## config.mk

```make
export PLATFORM = sky130hd
export DESIGN_NAME = lbp_write_buf
export DESIGN_NICKNAME = d
export VERILOG_FILES = /design/src/rtl/lbp_write_buf.sv
export SDC_FILE = /design/constraint.sdc
export NUM_CORES = 1
export LEC_CHECK = 0
export BUFFER_PORTS_ARGS = -buffer_cell sky130_fd_sc_hd__clkbuf_2
export CORE_UTILIZATION = 59
export CTS_CLUSTER_DIAMETER = 120
export DETAILED_ROUTE_END_ITERATION = 6
export PLACE_DENSITY = 0.8
export SLEW_MARGIN = 20
export SYNTH_ARGS = -nofsm -noshare
export SYNTH_HDL_FRONTEND = slang
export SYNTH_SLANG_ARGS = --single-unit
```

## constraint.sdc

```tcl
create_clock -name clk_i -period 2.6 [get_ports clk_i]
set_clock_uncertainty 0.15 [all_clocks]
set_input_delay 0.52 -clock clk_i [delete_from_list [all_inputs] [get_ports clk_i]]
set_output_delay 0.52 -clock clk_i [all_outputs]
set_load 0.1 [all_outputs]
```

## src/rtl/lbp_write_buf.sv

```systemverilog
// Output stage of the LBP pipeline: buffers (address, code) results in a small FIFO,
// zeroes image-border codes and writes them to lbp memory with a valid/ready handshake.
module lbp_write_buf #(
  parameter int unsigned AddrW    = 14,
  parameter int unsigned DataW    = 8,
  parameter int unsigned ImgW     = 128,
  parameter int unsigned Depth    = 4,
  parameter int unsigned LastAddr = 16383
) (
  input  logic             clk_i,
  input  logic             rst_ni,
  input  logic             in_valid_i,
  input  logic [AddrW-1:0] in_addr_i,
  input  logic [DataW-1:0] in_data_i,
  output logic             in_ready_o,
  output logic             lbp_valid_o,
  output logic [AddrW-1:0] lbp_addr_o,
  output logic [DataW-1:0] lbp_data_o,
  input  logic             lbp_ready_i,
  output logic             finish_o,
  output logic             order_err_o,
  output logic [AddrW:0]   wr_count_o
);

  localparam int unsigned ColW = $clog2(ImgW);
  localparam int unsigned RowW = AddrW - ColW;
  localparam int unsigned PtrW = $clog2(Depth);
  localparam int unsigned CntW = PtrW + 1;
  localparam logic [AddrW:0] WrMax = {1'b1, {AddrW{1'b0}}};

  logic [AddrW-1:0] addr_q [Depth];
  logic [DataW-1:0] data_q [Depth];
  logic [PtrW-1:0]  wptr_q, wptr_d, rptr_q, rptr_d;
  logic [CntW-1:0]  count_q, count_d;
  logic [AddrW:0]   wr_count_q, wr_count_d;
  logic [AddrW-1:0] last_addr_q, last_addr_d;
  logic             last_valid_q, last_valid_d;
  logic             finish_q, finish_d;
  logic             order_err_q, order_err_d;

  logic             full, empty, push, pop, border;
  logic [RowW-1:0]  in_row;
  logic [ColW-1:0]  in_col;
  logic [DataW-1:0] in_data_masked;

  assign in_row = in_addr_i[AddrW-1:ColW];
  assign in_col = in_addr_i[ColW-1:0];
  assign border = (in_row == '0) || (in_row == RowW'(ImgW - 1)) ||
                  (in_col == '0) || (in_col == ColW'(ImgW - 1));
  assign in_data_masked = border ? '0 : in_data_i;

  assign full  = (count_q == CntW'(Depth));
  assign empty = (count_q == '0);

  // Ready depends only on registered state so upstream sees no combinational loop.
  assign in_ready_o  = !full && !finish_q;
  assign lbp_valid_o = !empty;
  assign lbp_addr_o  = addr_q[rptr_q];
  assign lbp_data_o  = data_q[rptr_q];
  assign finish_o    = finish_q;
  assign order_err_o = order_err_q;
  assign wr_count_o  = wr_count_q;

  assign push = in_valid_i && in_ready_o;
  assign pop  = lbp_valid_o && lbp_ready_i;

  always_comb begin
    wptr_d       = wptr_q;
    rptr_d       = rptr_q;
    count_d      = count_q;
    wr_count_d   = wr_count_q;
    last_addr_d  = last_addr_q;
    last_valid_d = last_valid_q;
    finish_d     = finish_q;
    order_err_d  = order_err_q;

    if (push) begin
      wptr_d       = wptr_q + PtrW'(1);
      last_addr_d  = in_addr_i;
      last_valid_d = 1'b1;
      if (last_valid_q && (in_addr_i <= last_addr_q)) begin
        order_err_d = 1'b1;
      end
    end
    if (pop) begin
      rptr_d = rptr_q + PtrW'(1);
      if (wr_count_q != WrMax) begin
        wr_count_d = wr_count_q + (AddrW + 1)'(1);
      end
      if (lbp_addr_o == AddrW'(LastAddr)) begin
        finish_d = 1'b1;
      end
    end
    if (push && !pop) begin
      count_d = count_q + CntW'(1);
    end else if (pop && !push) begin
      count_d = count_q - CntW'(1);
    end
  end

  always_ff @(posedge clk_i or negedge rst_ni) begin
    if (!rst_ni) begin
      for (int i = 0; i < int'(Depth); i++) begin
        addr_q[i] <= '0;
        data_q[i] <= '0;
      end
      wptr_q       <= '0;
      rptr_q       <= '0;
      count_q      <= '0;
      wr_count_q   <= '0;
      last_addr_q  <= '0;
      last_valid_q <= 1'b0;
      finish_q     <= 1'b0;
      order_err_q  <= 1'b0;
    end else begin
      if (push) begin
        addr_q[wptr_q] <= in_addr_i;
        data_q[wptr_q] <= in_data_masked;
      end
      wptr_q       <= wptr_d;
      rptr_q       <= rptr_d;
      count_q      <= count_d;
      wr_count_q   <= wr_count_d;
      last_addr_q  <= last_addr_d;
      last_valid_q <= last_valid_d;
      finish_q     <= finish_d;
      order_err_q  <= order_err_d;
    end
  end

endmodule

```

Word-level counts from Yosys, hierarchy flattened
Cells that the tools add are included.

operators by class
  equal/unequal tests = 5
  order comparisons = 4
  add/sub/neg operators = 5
  reductions and logical operators = 22
  muxes and demuxes = 15
  bitwise logic cells = 2

operator list
  kind                   count
  $bwmux 56              1
  $mux 14                3
  $bwmux 32              1
  $mux 8                 4
  $bmux 14 s2            1
  $demux 14 s2           1
  $bmux 8 s2             1
  $demux 8 s2            1
  $add 15x1->15 const B  1
  $ne 15x15->1 const B   1
  $eq 14x14->1 const B   1
  $eq 7x7->1 const B     2
  $le 14x14->1           1
  $logic_not 7->1        2
  $logic_and 1x1->1      7
  $ge 3x3->1 const B     2
  $mux 3                 2
  $not 2->3              2
  $reduce_and 2->1       3
  $logic_not 1->1        5
  $add 2x1->2 const B    2
  $add 3x1->3 const B    1
  $eq 3x3->1 const B     1
  $logic_not 3->1        1
  other kinds (4)        6

word-level totals
  output and inout bits = 41
  register bits after elaboration = 127
  logic and storage cells = 69
  input port bits = 26

Depth between registers and ports, before layout
Gate-level depths: netlist of run 1.

  depth in word-level cells = 8
  depth in mapped cells = 11
  depth with buffers taken out = 9

Worst setup path before layout of run 1
No wires, ideal clock.

  path kind = register -> output
  start = reg finish_q (netlist: finish_o)
  end = out in_ready_o
  path buffers = 0
  arrival time = 2.365 ns
  stages on the path, launching flop included = 2
  slack = -0.435 ns
  required time = 1.930 ns
  cells stage by stage = dfrtp_1 -> a21oi_1

between the ends
  cells in the longest elaborated chain, start to end = 2

RTL lines
  element                 line  text
  from (decl)             38    logic finish_q, finish_d;
  from (signal assigned)  126   finish_q <= finish_d;
  $logic_not 1->1         56    assign in_ready_o = !full && !finish_q;
  $logic_and 1x1->1       56
  to (decl)               15    output logic in_ready_o,

Every way passes these cells.

Worst setup path in the final report of run 1
  start = reg rptr_q[0]
  end = out lbp_addr_o[1]

between the ends
  cells in the longest elaborated chain, start to end = 4

RTL lines
  element                                     line  text
  from (decl)                                 33    logic [PtrW-1:0] wptr_q, wptr_d, rptr_q, rptr_d;
  from (signal assigned)                      121   rptr_q <= rptr_d;
  $not 2->3 (not written as such)             58    assign lbp_addr_o = addr_q[rptr_q];
  $bmux 14 s2                                 58
  $mux 14 (not written as such) (2 in a row)  58
  to (decl)                                   17    output logic [AddrW-1:0] lbp_addr_o,

Every way passes these cells. The select of a mux whose other input is x is not followed.

==> flow_summary_export.csv, run 1 <==
group,metric,value,unit
clock_network,clk_latency,0.51,ns
synth,syn_inst,444,
place,hpwl,8.522,mm
clock_network,cts_buffer_depth,2,
synth,synth-edff-count,0,
timing,fmax,0.3947,GHz
setup_path,cpPeakStageDelay,0.57,ns
synth,ys.flop_type,"dfrtp_1",
clock_network,path_clk_slew,0.06,ns
place,gp_congestion,0.8544,
place,placed_cells,636,
setup_path,cp.arrival,1.86,ns
grt,grt_pass1_vias,4024,
timing,setup_tns,0,ns
clock_network,numCtsBuffers,17,
detailed_routing,vias,3886,
die,die-width,103.1,um
timing,whs,0.1728,ns
layout,syn_to_final_growth,23.98,%
setup_path,crit_path_max_fanout,13,
die,boundaryPins,67,
detailed_routing,drc_errors,0,
detailed_routing,avgViaCountPerCell,5.800,
layout,fillers,638,
detailed_routing,postRouteWirelength,12.96,mm
detailed_routing,wl_per_cell,19.34,um
synth,synth_area,6031,sq um
die,die_y,103.1,um
timing,worstMarginPinSlew,0.6424,ns
grt,track_usage,27.18,%
setup_path,path_class,"reg2out",
synth,yosysMostFrequentCell,"dfrtp_1",
run,maxCapViolations,0,
synth,avgSynthCellArea,13.58,sq um
timing,grt_setup_unrepaired,"false",
timing,maxSlewViolCount,0,
pwr,leakage,0.003797,uW
synth,synth_top_cell_by_area,"dfrtp_1",
timing,slew_headroom,57.02,%
synth,ys_types,44,
setup_path,crit_path_end_kind,"primary output",
grt,grt_start_max_net_pins,57,
detailed_routing,first_pass_iters,4,
die,row_count,36,
grt,grt_antenna_before_repair,0,
timing,setup_viol_count_final,0,
synth,synthTopCellsByArea,"dfrtp_1 53%, mux2_1 16%, mux4_2 8.2%, ha_1 4.4%, xnor2_1 1.9%",
pwr,power_density,579.4,nW/um^2
synth,ys_warn_count,0,
run_status,status,"finished, final reports clean",
clock_network,cts_sinks,127,
clock_network,cts-root-buf,"clkbuf_8",
timing,hold_violations,0,
setup_path,cp-start-kind,"register",
synth,netlist.area_leader.share,52.70,%
die,die_area,10630,sq um
place,port_buffers,66,
synth,ys_ff_latch,127,
synth,async_flop_share,100.0,%
setup_path,critPathSlowestCell,"mux4_2",
grt,grt_pass1_wl,20.77,mm
synth,seq_area_frac_synth,52.70,%
layout,stdcell_count,670,
clock_network,cts_tree,"done",
die,initial_core_util,61.42,%
synth,synth.net_count,492,
hold_path,hold_path_class,"in2reg",
setup_path,rrSetupSlack,0.23,ns
layout,antenna_cells,0,
die,core_area,9819,sq um
pwr,ir_drop,354.5,uV
layout,drive_gt1_share,26.82,%
setup_path,crit_required,1.93,ns
layout,nNetsFinal,573,
timing,finalCritPeriodShare,97.44,%
setup_path,crit_chain,"buf_12 > mux4_2 > buf_12",
grt,overflow,0,
detailed_routing,ant_nets,0,
synth,synth_common_cells,"127 x dfrtp_1, 88 x mux2_1, 23 x inv_1, 23 x nand2_1, 22 x mux4_2",
setup_path,critPathMostFrequentCell,"buf_12",
detailed_routing,drt_iter0_drc,155,
clock_network,htree_num_levels,4,
timing,fin_crit,2.533,ns
## state kept, by name (all words and copies together) (netlist names)
register,flops
data_q,32
finish_o,1
last_addr_q,14
order_err_o,1
last_valid_q,1
count_q,3
wptr_q,2
wr_count_o,15
addr_q,56
rptr_q,2
## cells by family after synthesis
| logic type | count (synthesis) | share of synthesized area, % |
|---|---|---|
| DFF | 127 | 52.70 |
| muxes | 112 | 25.02 |
| and+or+nand+nor | 82 | 7.366 |
| buffers and inverters | 48 | 3.631 |
| AOI/OAI and AO/OA | 33 | 3.693 |
| adders and majority gates | 22 | 4.689 |
| xor gates and xnor gates | 20 | 2.905 |
## metrics by stage
stage          setup WS [ns]  power (uW)  utilization [%]  cell area (sq um)
2_1_floorplan        0.07878        2036                -               6040
3_3_place_gp          0.4508        2126            69.95               6869
3_5_place_dp          0.2922        2131            69.95               6869
4_1_cts            -0.003381        4348            75.80               7443
5_1_grt              0.01076        4463            76.15               7477
6_report             0.06660        4332            76.15               7477
## where the power goes
group | total, uW | internal [uW] | switching [uW]
Combinational | 120 | 32.5 | 87.3
Clock | 2230 | 1430 | 804
Sequential | 1980 | 1980 | 0
## final cells by class
cell class,instances,area (sq um),share of cell area [%]
multi-input cells,269,2641,35.32
clock inverters,6,82.58,1.104
repair buffers,79,813.3,10.88
inverters,31,116.4,1.556
well taps,133,166.4,2.226
flip-flops and latches,127,3183,42.57
clock buffers,25,474.2,6.342
## critical path, delay by kind of cell, from the launching register on
kind	cells	cell delay [ns]
mux	1	0.57
flops	1	0.41
buf+inv	2	0.37
## timing repair
| action | 4_1_cts | 5_1_grt |
|---|---|---|
| hold buffers | 1 | 0 |
| setup endpoints to repair | 16 | 18 |
| resized for setup | 2 | 5 |
| endpoints found under the hold margin | 27 | 0 |
| buffers inserted | 0 | 2 |
## layer usage
metal	global-route usage [%]	up-vias	wire (um)
met4	10.73	0	267
met3	6.712	22	658
met2	43.44	117	6551
li1	-	1764	-
met1	36.09	1983	5481
met5	0	-	0
## cell usage in the layout (no fill, tap or decap), types with 2 or more instances in the layout
master,count
nand2_2,3
o21ai_0,2
clkbuf_1,5
nand2_1,23
buf_12,26
nor3_1,10
nor2_1,8
a21o_1,3
a21oi_1,3
nor4_1,2
xor2_1,7
nand4_1,11
clkbuf_2,43
and3_1,4
xnor2_1,13
clkinv_2,3
bufinv_16,2
nand3_1,8
mux2_1,88
buf_4,9
o21ai_1,15
a21oi_2,2
clkinv_1,7
dfrtp_1,125
mux4_2,22
clkbuf_8,4
mux2_2,2
inv_1,23
o21ai_2,2
clkbuf_16,16
and4_1,2
ha_1,21
nor4b_1,2
nor2b_1,2
## worst paths after layout
check,depth (start not counted),start,end
hold reg to reg,1,data_q[6]$_DFFE_PN0P_,data_q[6]$_DFFE_PN0P_
min in group asynchronous,2,rst_ni,addr_q[22]$_DFFE_PN0P_
setup reg to reg,8,count_q[2]$_DFFE_PN0P_,count_q[2]$_DFFE_PN0P_
hold / removal,3,in_addr_i[7],last_addr_q[7]$_DFFE_PN0P_
setup / recovery,3,rptr_q[0]$_DFFE_PN0P_,lbp_addr_o[1]
max in group asynchronous,3,rst_ni,last_addr_q[8]$_DFFE_PN0P_
Note: power is estimated with default switching activity, not from simulation.
==> run 2, diff against run 1 <==
--- a/config.mk
+++ b/config.mk
@@ -5,11 +5,13 @@
 export SDC_FILE = /design/constraint.sdc
 export NUM_CORES = 1
 export LEC_CHECK = 0
+export ABC_CLOCK_PERIOD_IN_PS = 2600
 export BUFFER_PORTS_ARGS = -buffer_cell sky130_fd_sc_hd__clkbuf_2
+export CORE_MARGIN = 4
 export CORE_UTILIZATION = 59
 export CTS_CLUSTER_DIAMETER = 120
 export DETAILED_ROUTE_END_ITERATION = 6
-export PLACE_DENSITY = 0.8
+export PLACE_DENSITY = 0.82
 export SLEW_MARGIN = 20
 export SYNTH_ARGS = -nofsm -noshare
 export SYNTH_HDL_FRONTEND = slang
==> run 2 against run 1 <==
Register-to-register slack better by 0.12 ns. Design area up 1.1%. Cell count is 0.90% higher. Combinational power increased by 4%. Critical path depth unchanged. Clock-buffer cell count rose by 2. Die area is 12% higher. Maximum frequency fell by 0.87%. Global-route usage shrank 1.2 points. Via count grew 3.8%. Clock power increased by 8%. Power rose by 4.0%.
==> flow_summary_export.csv, run 2 (synthesis results as in run 1) <==
group,metric,value,unit
pwr,power_frac_comb,2.8,%
layout,largest_register_ffs,56,
setup_path,cp-start-kind,"register",
setup_path,crit_path_max_fanout,11,
detailed_routing,drt_iter0_drc,245,
pwr,p_sw,909.4,uW
timing,fin_crit,2.556,ns
grt,grt_pass1_vias,4330,
grt,overflow,0,
setup_path,timing.rr.start,"count_q[2]$_DFFE_PN0P_",
layout,stdcell_count,676,
die,initial_core_util,61.14,%
place,gp_congestion,0.8468,
setup_path,r2r_end,"count_q[2]$_DFFE_PN0P_",
layout,nNetsFinal,578,
setup_path,critPathSlowestCell,"mux4_2",
timing,fmax,0.3913,GHz
pwr,p_int,3598,uW
clock_network,cts-root-buf,"clkbuf_8",
setup_path,rrSetupSlack,0.35,ns
hold_path,worstHoldStart,"in_addr_i[7]",
die,die_area,11900,sq um
clock_network,htree_num_levels,4,
hold_path,whs_endpoint,"last_addr_q[7]$_DFFE_PN0P_",
detailed_routing,avgViaCountPerCell,5.967,
layout,drive_gt1_share,27.81,%
setup_path,path_class,"reg2out",
die,core_area,9864,sq um
timing,finalCritPeriodShare,98.29,%
setup_path,cpPeakStageDelay,0.57,ns
die,row_count,36,
run,maxCapViolations,0,
pwr,pwr-share-seq,43.9,%
timing,hold_violations,0,
hold_path,hold_path_class,"in2reg",
timing,worstMarginPinSlew,0.6668,ns
layout,layout_commonest_cell,"dfrtp_1",
clock_network,numCtsBuffers,17,
setup_path,crit_chain,"buf_8 > mux4_2 > buf_12",
layout,antenna_cells,0,
detailed_routing,ant_nets,0,
timing,setup_tns,0,ns
die,die-width,109.1,um
clock_network,cts_buffer_depth,2,
hold_path,hold_depth,3,
layout,top_register,"addr_q",
detailed_routing,postRouteWirelength,14.22,mm
pwr,switching_share,20.18,%
grt,grt_antenna_before_repair,0,
detailed_routing,first_pass_iters,7,
clock_network,clk_latency,0.52,ns
die,boundaryPins,67,
pwr,ir_drop,439.5,uV
setup_path,cp.arrival,1.89,ns
detailed_routing,drc_errors,0,
clock_network,path_clk_slew,0.06,ns
detailed_routing,vias,4034,
pwr,leakage,0.003841,uW
grt,track_usage,25.95,%
place,pre_cts_ws,0.3934,ns
run_status,status,"finished, final reports clean",
setup_path,crit_path_end_kind,"primary output",
setup_path,reg2reg_depth,8,
timing,grt_setup_unrepaired,"true",
timing,final.setup.worst_slack,0.04439,ns
detailed_routing,wl_per_cell,21.04,um
timing,slew_headroom,55.39,%
die,die_y,109.1,um
layout,syn_to_final_growth,25.29,%
timing,setup_viol_count_final,0,
layout,post-route-util,76.60,%
layout,mostFrequentLayoutCells,"124 x dfrtp_1, 88 x mux2_1, 43 x clkbuf_2, 25 x buf_12",
layout,fin_area,7556,sq um
pwr,power_density,596.5,nW/um^2
place,placed_cells,636,
clock_network,cts_tree,"done",
grt,grt_start_max_net_pins,58,
place,place_area,6869,sq um
place,hpwl,8.907,mm
clock_network,cts_sinks,127,
place,port_buffers,66,
setup_path,crit_required,1.93,ns
grt,grt_pass1_wl,22.95,mm
pwr,clkPwrFrac,53.3,%
timing,maxSlewViolCount,0,
[run 2: worst max path at each step]
stage,slack (ns),start,endpoint,cells after the start
3_3_place_gp,0.45,in_valid_i,addr_q[21]$_DFFE_PN0P_,6
4_1_cts,-0.03,rptr_q[0]$_DFFE_PN0P_,lbp_addr_o[11],3
6_report,0.04,rptr_q[0]$_DFFE_PN0P_,lbp_data_o[3],3
2_1_floorplan,0.08,finish_o$_DFFE_PN0P_,count_q[2]$_DFFE_PN0P_,11
5_1_grt,-0.01,rptr_q[0]$_DFFE_PN0P_,lbp_data_o[3],3
3_5_place_dp,0.39,count_q[2]$_DFFE_PN0P_,count_q[2]$_DFFE_PN0P_,8
[run 2: layer usage]
layer / up-vias / GRT usage [%] / wire (um)
met1: 2105 / 33.43 / 5887
met5: - / 0 / 0
met2: 137 / 42.94 / 7258
met3: 27 / 7.046 / 797
li1: 1765 / - / -
met4: 0 / 8.296 / 281
[run 2: worst max-delay path, delay by kind of cell, from the launching register on]
| family | cells | cell delay, ns |
|---|---|---|
| mux | 1 | 0.57 |
| buf+inv | 2 | 0.38 |
| flops | 1 | 0.40 |
[run 2: cell type report]
cell class | count | area [sq um]
Clock buffer | 27 | 501.7
Clock inverter | 5 | 100.1
Fill cell | 541 | 2308
Inverter | 31 | 116.4
Multi-Input combinational cell | 269 | 2641
Sequential cell | 127 | 3184
Tap cell | 133 | 166.4
Timing Repair Buffer | 84 | 845.8
[run 2: power groups by stage]
stage	Combinational, uW	Sequential (uW)	Clock, uW
final	125	1980	2400
after CTS	127	1980	2420
after global routing	140	1980	2510
after floorplan	23.2	2010	0
after global placement	115	2010	0
after detailed placement	121	2010	0
[run 2: repair_timing]
action                                 in CTS  in global routing
setup endpoints to repair                  18                 22
setup buffers                               2                  5
endpoints found under the hold margin      26                  0
gates resized for setup                     3                  4
hold buffers                                1                  0
[run 2: per-stage QoR]
stage                     hold slack, ns  total power (uW)
after floorplan                  0.07441              2036
final                             0.1720              4507
after detailed placement          0.3255              2134
after global routing              0.1664              4630
after CTS                         0.1484              4524
after global placement            0.3165              2127
==> run 3, diff against run 2 <==
--- a/config.mk
+++ b/config.mk
@@ -7,11 +7,13 @@
 export LEC_CHECK = 0
 export ABC_CLOCK_PERIOD_IN_PS = 2600
 export BUFFER_PORTS_ARGS = -buffer_cell sky130_fd_sc_hd__clkbuf_2
+export CAP_MARGIN = 20
+export CORE_ASPECT_RATIO = 0.6
 export CORE_MARGIN = 4
-export CORE_UTILIZATION = 59
+export CORE_UTILIZATION = 55
 export CTS_CLUSTER_DIAMETER = 120
 export DETAILED_ROUTE_END_ITERATION = 6
-export PLACE_DENSITY = 0.82
+export PLACE_DENSITY = 0.78
 export SLEW_MARGIN = 20
 export SYNTH_ARGS = -nofsm -noshare
 export SYNTH_HDL_FRONTEND = slang
==> run 3 against run 2 <==
Global-route usage is 3.3 points lower. Flip-flop and latch count stayed put. Power is 1.8% higher. Critical path type unchanged.
==> flow_summary_export.csv, run 3 (synthesis results as in run 1) <==
group,metric,value,unit
run_status,status,"finished, final reports clean",
clock_network,cts_sinks,127,
die,core_area,10630,sq um
detailed_routing,drt_iter0_drc,268,
place,port_buffers,66,
clock_network,cts_buffer_depth,2,
clock_network,numCtsBuffers,17,
layout,largest_register_ffs,56,
layout,fillers,657,
timing,worstMarginPinSlew,0.6833,ns
pwr,p_sw,997.5,uW
place,gp_congestion,0.8423,
clock_network,post-cts-setup-buffer-count,0,
grt,track_usage,22.67,%
grt,grt_antenna_before_repair,0,
grt,grt_start_max_net_pins,51,
setup_path,crit_buf_inv,2,
grt,grt_pass1_wl,21.70,mm
detailed_routing,wl_per_cell,19.59,um
setup_path,crit_path_end_kind,"primary output",
clock_network,cts-root-buf,"clkbuf_16",
timing,grt_setup_unrepaired,"true",
die,boundaryPins,67,
timing,fmax,0.3932,GHz
setup_path,path_class,"reg2out",
detailed_routing,drc_errors,0,
setup_path,cp.arrival,1.87,ns
timing,maxSlewViolCount,0,
layout,stdcell_count,674,
setup_path,critPathSlowestCell,"mux4_2",
detailed_routing,ant_nets,0,
place,placed_cells,641,
clock_network,path_clk_slew,0.06,ns
timing,setup_viol_count_final,0,
layout,antenna_cells,0,
clock_network,clk_latency,0.41,ns
pwr,pwr-share-seq,43.1,%
pwr,leakage,0.003816,uW
layout,drive_gt1_share,27.29,%
die,die_y,89.11,um
pwr,ir_drop,456.6,uV
hold_path,hold_depth,3,
setup_path,crit_required,1.93,ns
pwr,switching_share,21.74,%
detailed_routing,first_pass_iters,5,
setup_path,reg2reg_depth,8,
layout,top_register,"addr_q",
detailed_routing,avgViaCountPerCell,5.708,
run,maxCapViolations,0,
pwr,p_int,3591,uW
pwr,power_frac_comb,2.7,%
setup_path,cp-start-kind,"register",
timing,hold_violations,0,
setup_path,cpPeakStageDelay,0.62,ns
setup_path,crit_chain,"buf_4 > mux4_2 > buf_12",
die,row_count,29,
setup_path,cp_num_cells,3,
timing,finalCritPeriodShare,97.81,%
clock_network,cts_tree,"done",
setup_path,crit_path_max_fanout,11,
clock_network,cts.repair.resized,0,
grt,grt_pass1_vias,4075,
layout,post-route-util,70.74,%
die,die_area,12760,sq um
layout,nNetsFinal,570,
hold_path,hold_path_class,"in2reg",
grt,overflow,0,
die,initial_core_util,56.73,%
setup_path,cp_top_family,"multiplexers",
pwr,clkPwrFrac,54.2,%
clock_network,htree_num_levels,4,
pwr,power_density,610.1,nW/um^2
layout,syn_to_final_growth,24.71,%
detailed_routing,postRouteWirelength,13.20,mm
layout,layout_commonest_cell,"dfrtp_1",
layout,mostFrequentLayoutCells,"126 x dfrtp_1, 88 x mux2_1, 43 x clkbuf_2, 25 x buf_12",
detailed_routing,vias,3847,
place,hpwl,9.126,mm
timing,fin_crit,2.543,ns
die,die-width,143.2,um
timing,slew_headroom,53.80,%
## run 3: cell types whose count changed in the layout (fill, tap and decap cells not counted), sizes merged
cell | previous run | this run
buf | 40 | 32
clkbuf | 70 | 62
clkinvlp | 0 | 1
inv | 24 | 29
clkinv | 9 | 11
## run 3: final cells by class
cell class | count | area, sq um | area share, %
multi-input cells | 269 | 2641 | 35.12
inverters | 31 | 116.4 | 1.547
clock buffers | 19 | 452.9 | 6.022
repair buffers | 76 | 778.2 | 10.35
clock inverters | 13 | 176.4 | 2.346
well taps | 139 | 173.9 | 2.312
flip-flops and latches | 127 | 3182 | 42.31
## run 3: power groups by stage
stage	Clock [uW]	Combinational [uW]	Sequential (uW)
2_1_floorplan	0	23.2	2010
3_3_place_gp	0	118	2010
3_5_place_dp	0	122	2010
4_1_cts	2530	125	1980
5_1_grt	2640	140	1980
6_report	2490	123	1980
## run 3: routing by layer
layer / vias up / wire, um / global-route usage, %
li1: 1759 / - / -
met1: 1988 / 6118 / 33.11
met2: 87 / 5991 / 33.30
met3: 13 / 946 / 7.162
met4: 0 / 146 / 6.126
met5: - / 0 / 0
## run 3: metrics by stage
| step | TNS, ns | worst slack [ns] | hold slack (ns) | total power, uW | cell area [sq um] |
|---|---|---|---|---|---|
| after floorplan | 0 | 0.07878 | 0.07441 | 2036 | 6040 |
| after global placement | 0 | 0.4312 | 0.3177 | 2130 | 6882 |
| after detailed placement | 0 | 0.3726 | 0.3277 | 2135 | 6882 |
| after CTS | 0 | 0.03206 | 0.2780 | 4629 | 7521 |
| after global routing | -0.1042 | -0.02122 | 0.2944 | 4752 | 7521 |
| final | 0 | 0.05704 | 0.2899 | 4588 | 7521 |
## run 3: tightest hold or removal path: stages
cell and delay [ns]:
clkbuf_2 0.15, nand2_1 0.08, o21ai_1 0.06
## run 3: final timing paths
kind	from	to	slack, ns
max reg2reg	count_q[2]$_DFFE_PN0P_	count_q[2]$_DFFE_PN0P_	0.36
min	in_addr_i[3]	last_addr_q[3]$_DFFE_PN0P_	0.29
min reg2reg	data_q[10]$_DFFE_PN0P_	data_q[10]$_DFFE_PN0P_	0.33
max	rptr_q[0]$_DFFE_PN0P_	lbp_addr_o[6]	0.06
max in group asynchronous	rst_ni	finish_o$_DFFE_PN0P_	1.25
min in group asynchronous	rst_ni	last_addr_q[11]$_DFFE_PN0P_	0.45
## run 3: timing repair
action | 4_1_cts | 5_1_grt
hold buffers | 1 | 0
endpoints found under the hold margin | 28 | 0
setup endpoints to repair | 0 | 8
